File: config.mk
export PLATFORM = sky130hd
export DESIGN_NAME = out_stage
export DESIGN_NICKNAME = d
export VERILOG_FILES = /design/src/rtl/out_stage.sv
export SDC_FILE = /design/constraint.sdc
export NUM_CORES = 1
export LEC_CHECK = 0
export BUFFER_PORTS_ARGS = -buffer_cell sky130_fd_sc_hd__buf_2
export CORE_UTILIZATION = 49
export CTS_BUF_LIST = sky130_fd_sc_hd__clkbuf_8
export DETAILED_ROUTE_END_ITERATION = 10
export PLACE_DENSITY = 0.79
export SYNTH_ARGS = -nofsm -noshare
export SYNTH_HDL_FRONTEND = slang
export SYNTH_SLANG_ARGS = --single-unit
File: constraint.sdc
create_clock -name clk_i -period 2.1 [get_ports clk_i]
set_input_delay 0.42 -clock clk_i [delete_from_list [all_inputs] [get_ports clk_i]]
set_output_delay 0.42 -clock clk_i [all_outputs]
set_load 0.005 [all_outputs]
File: src/rtl/out_stage.sv
// Output stage: mixes the filtered and bypass waves, applies master volume through
// the shared multiplier, and drives a first-order delta-sigma bitstream.
module out_stage (
    input  logic                clk_i,
    input  logic                rst_i,
    input  logic                start_i,
    input  logic signed [13:0]  filt_wave_i,
    input  logic signed [13:0]  bypass_wave_i,
    input  logic [3:0]          volume_i,
    input  logic                mult_ready_i,
    input  logic signed [39:0]  mult_prod_i,
    output logic signed [23:0]  mult_a_o,
    output logic signed [15:0]  mult_b_o,
    output logic                mult_start_o,
    output logic                ready_o,
    output logic signed [15:0]  sample_o,
    output logic                pdm_o
);

    // state | meaning
    // IDLE  | wait for start_i, latch inputs on accept
    // SUM   | add latched filter and bypass waves into mix
    // MULT  | present operands, pulse multiplier start
    // WAIT  | hold until the multiplier result is valid
    // SCALE | take product, double and saturate into sample_o
    // DONE  | sample_o visible, ready_o pulse
    typedef enum logic [2:0] {
        IDLE  = 3'd0,
        SUM   = 3'd1,
        MULT  = 3'd2,
        WAIT  = 3'd3,
        SCALE = 3'd4,
        DONE  = 3'd5
    } state_t;

    state_t              state_q;
    logic signed [13:0]  filt_q;
    logic signed [13:0]  bypass_q;
    logic [3:0]          vol_q;
    logic signed [23:0]  mix_q;
    logic [16:0]         acc_q;

    logic signed [23:0]  scaled;
    logic signed [24:0]  doubled;
    logic signed [15:0]  sat_sample;
    logic [15:0]         pdm_u;
    logic                prod_unused;

    // Product is Q1.15-scaled; bit 39 and the fraction bits are never needed.
    assign scaled      = mult_prod_i[38:15];
    assign doubled     = {scaled, 1'b0};
    assign prod_unused = ^{mult_prod_i[39], mult_prod_i[14:0]};

    always_comb begin
        sat_sample = doubled[15:0];
        if (doubled[24:15] != {10{doubled[24]}}) begin
            sat_sample = doubled[24] ? 16'sh8000 : 16'sh7fff;
        end
    end

    assign mult_start_o = (state_q == MULT);
    assign mult_a_o     = mult_start_o ? mix_q : 24'sd0;
    assign mult_b_o     = mult_start_o ? {1'b0, vol_q, 11'b0} : 16'sd0;

    always_ff @(posedge clk_i) begin
        if (rst_i) begin
            state_q  <= IDLE;
            filt_q   <= '0;
            bypass_q <= '0;
            vol_q    <= '0;
            mix_q    <= '0;
            sample_o <= '0;
            ready_o  <= 1'b0;
        end else begin
            ready_o <= 1'b0;
            case (state_q)
                IDLE: begin
                    if (start_i) begin
                        filt_q   <= filt_wave_i;
                        bypass_q <= bypass_wave_i;
                        vol_q    <= volume_i;
                        state_q  <= SUM;
                    end
                end
                SUM: begin
                    mix_q   <= {{10{filt_q[13]}}, filt_q} + {{10{bypass_q[13]}}, bypass_q};
                    state_q <= MULT;
                end
                MULT: state_q <= WAIT;
                WAIT: begin
                    if (mult_ready_i) begin
                        state_q <= SCALE;
                    end
                end
                SCALE: begin
                    sample_o <= sat_sample;
                    ready_o  <= 1'b1;
                    state_q  <= DONE;
                end
                DONE:    state_q <= IDLE;
                default: state_q <= IDLE;
            endcase
        end
    end

    // Offset-binary input to the modulator; the carry out of bit 15 is the bitstream.
    assign pdm_u = {~sample_o[15], sample_o[14:0]};
    assign pdm_o = acc_q[16];

    always_ff @(posedge clk_i) begin
        if (rst_i) begin
            acc_q <= '0;
        end else begin
            acc_q <= {1'b0, acc_q[15:0]} + {1'b0, pdm_u};
        end
    end

endmodule
==> reports/qor.yml <==
status: "finished with violations"
violations: "negative setup slack"
final-setup-viol-count: 1
fmax_mhz: 465.3
worst_path_largest_cell_delay_ps: 370
cts_buffer_depth: 2
place_worst_setup_slack_ps: -121.5
num_rows: 35
via_count: 4485
drt-total-wl_um: 11780
gr-total-overflow: 0
grt_max_degree: 63
worst_pin_slew_ps: 720.7
r2r-start: "sample_o[0]$_SDFFE_PP0P_"
r2r_cells: 7
peakVddDrop_mv: 0.3234
start_util: 0.5035
leakagePower_nw: 2.567
hold_violations: 0
path_buf_inv: 0
wire_per_inst_um: 14.65
detailed_place_hpwl_um: 8773
drc: 0
grt_pass1_vias: 4168
synth_edf_count: 0
setup_slack_ps: -48.93
final_layout_size_suffix_gt1_frac: 0.2626
post-route-period-util: 1.023
h-tree-depth: 3
grt_pass1_wl_um: 19440
worstSetupPathType: "reg -> reg"
area_delta_synth_final_pct: 22.26
cp.depth: 7
cp-start-kind: "flop"
seq_area_frac_synth: 0.3631
avgViaCountPerCell: 5.578
fin_crit_ps: 2149
antenna_found_initial: 0
finalSetupTns_ps: -48.93
endpoint_kind: "flop"
max_slew_margin: 0.5196
drt-pass1-iter-count: 5
fin_nets: 796
ys_ff_latch: 84
diodes: 0
yosys_warnings: 0
worstHoldStart: "bypass_wave_i[1]"
skew_ps: 9.792
detail-route-antenna-nets: 0
dieArea_mm2: 0.009844
dr.first_iter.drc_count: 218
rsz0062_at_grt: "true"
portBuffers: 106
maxCapViolations: 0
synth.distinct_cells: 57
worst-r2r-setup-slack_ps: -50
track_usage: 0.2448
crit_chain: "ha_4 -> fa_2 -> a211oi_2 -> o211ai_1 -> and3_1 -> o31ai_2 -> mux2_2"
dieWidth_um: 99.22
critPathMaxFanout: 3
powerDensity_mw_per_mm2: 611.7
numClockSinks: 84
insertion_delay_ps: 360
async_reset_ff_frac: 0
synth_cells: 577
crit_path_end: "acc_q[14]$_SDFF_PP0_"
cts_tree: "built"
path_delay_family: "compound AO/OA/AOI/OAI gates"
gp_congestion: 0.9719
clk_pin_slew_ps: 90
startpoint: "sample_o[0]$_SDFFE_PP0P_"
die_h_um: 99.22
regToRegEndpoint: "acc_q[14]$_SDFF_PP0_"
cts_made_buffers: 9
synthFlopType: "dfxtp_1"
core_mm2: 0.009196
num_io_pins: 135
min_path_type: "in -> reg"
slew_violations: 0
avgSynthCellArea_um2: 8.025
crit_arrival_ps: 2400
cpMaxStageDelayCell: "fa_2"
syn_area_mm2: 0.004631
whs_ps: 287.0
crit_required_ps: 2350
cts-root-buf: "clkbuf_8"
[cell type report]
cell class              instances  area [um^2]
multi-input cells             445         2803
fillers                       837         3535
inverters                      10        37.54
well taps                     111        138.9
clock inverters                 7        77.57
repair buffers                138        790.8
clock buffers                   9        123.9
flip-flops and latches         84         1690
[metal layers]
metal	wire length [um]	global-route usage
met5	0	0
met4	256	0.08937
met3	530	0.04357
met2	6140	0.4466
met1	4851	0.2859
[cell usage after synthesis (all sizes together) (4+ instances only)]
| cell type | n | area (um^2) |
|---|---|---|
| o21a | 5 | 37.54 |
| o21ai | 18 | 90.09 |
| xnor2 | 6 | 52.55 |
| a211oi | 5 | 37.54 |
| nor3 | 14 | 70.07 |
| nor2 | 47 | 176.4 |
| dfxtp | 84 | 1682 |
| nor4b | 4 | 35.03 |
| xor2 | 4 | 35.03 |
| and2 | 20 | 125.1 |
| a21oi | 63 | 315.3 |
| nand2 | 96 | 360.4 |
| ha | 30 | 375.4 |
| nor4 | 4 | 25.02 |
| clkbuf | 24 | 90.09 |
| or3 | 7 | 43.79 |
| nor2b | 7 | 43.79 |
| o211ai | 4 | 30.03 |
| inv | 10 | 37.54 |
| buf | 25 | 182.7 |
| a221oi | 15 | 131.4 |
| and3 | 8 | 55.05 |
| o31ai | 5 | 37.54 |
| a31oi | 7 | 43.79 |
| nand3 | 12 | 60.06 |
| a21o | 10 | 75.07 |
[logic make-up (layout without fill, tap and decap cells)]
kind of cell	count (synthesis)	in the layout	share of synthesized area
simple gates	232	232	0.2362
buf+inv	59	164	0.06701
mux	4	4	0.009456
fa+ha+maj	32	32	0.08971
flops	84	84	0.3631
compound gates	155	155	0.2148
other cells	1	12	0.0008098
xor+xnor	10	10	0.01891
[sequential cells by signal (all words and copies together), names as in the netlist]
| register | cells |
|---|---|
| bypass_q | 14 |
| ready_o | 1 |
| filt_q | 14 |
| vol_q | 4 |
| state_q | 3 |
| sample_o | 16 |
| mix_q | 15 |
| acc_q | 17 |
[metrics by stage]
step / instances / util / cell area [um^2] / power [mW]
6_report: 804 / 0.6156 / 5662 / 3.463
5_1_grt: 804 / 0.6156 / 5662 / 3.633
4_1_cts: 799 / 0.6038 / 5553 / 3.457
3_5_place_dp: 782 / 0.5774 / 5310 / 2.284
3_3_place_gp: 782 / 0.5774 / 5310 / 2.261
2_1_floorplan: 588 / - / 4693 / 2.105
[worst min-delay path by stage]
stage | end | cells past startpoint
final | bypass_q[1]$_SDFFE_PP0P_ | 3
after global routing | bypass_q[3]$_SDFFE_PP0P_ | 3
after CTS | bypass_q[3]$_SDFFE_PP0P_ | 3
after detailed placement | mix_q[9]$_SDFFE_PP0P_ | 2
after global placement | mix_q[4]$_SDFFE_PP0P_ | 2
after floorplan | mix_q[9]$_SDFFE_PP0P_ | 2
[worst register-to-register path, cell delays in order (launching register included)]
cell	delay, ps
dfxtp_2	350
ha_4	160
fa_2	370
a211oi_2	260
o211ai_1	150
and3_1	200
o31ai_2	200
mux2_2	350
[cells in the final DEF, fill, tap and decap left out, types with 3 or more instances in the layout]
cell type / synthesis / routed
a211oi_1: 5 / 4
a21o_1: 10 / 10
a21oi_1: 63 / 61
a221oi_1: 15 / 15
a31oi_1: 7 / 7
and2_1: 20 / 19
and3_1: 7 / 7
buf_2: 2 / 106
buf_4: 21 / 29
clkbuf_8: 0 / 9
conb_1: 1 / 12
dfxtp_1: 84 / 79
dfxtp_2: 0 / 4
ha_1: 30 / 26
inv_1: 10 / 11
mux2_2: 3 / 3
nand2_1: 96 / 96
nand3_1: 12 / 12
nand4_1: 3 / 3
nor2_1: 47 / 46
nor2b_1: 7 / 7
nor3_1: 14 / 12
nor3b_1: 3 / 3
nor4_1: 4 / 4
nor4b_1: 4 / 3
o211ai_1: 4 / 4
o21a_1: 5 / 5
o21ai_0: 18 / 17
o21bai_1: 3 / 3
o31ai_1: 5 / 4
or3_1: 7 / 7
xnor2_1: 6 / 6
xor2_1: 4 / 4
[timing repair]
action | in CTS | in global routing
endpoints found under the setup margin | 24 | 44
setup buffers | 1 | 6
pin swaps | 8 | 11
hold buffers | 0 | 0
gates resized for setup | 8 | 22
[report_power, final]
part | total (mW) | switching, mW | internal [mW]
Clock | 1.18 | 0.624 | 0.557
Combinational | 0.564 | 0.327 | 0.237
Sequential | 1.72 | 0.0465 | 1.67
Total | 3.46 | 0.998 | 2.47
Note: power is estimated with default switching activity, not from simulation.
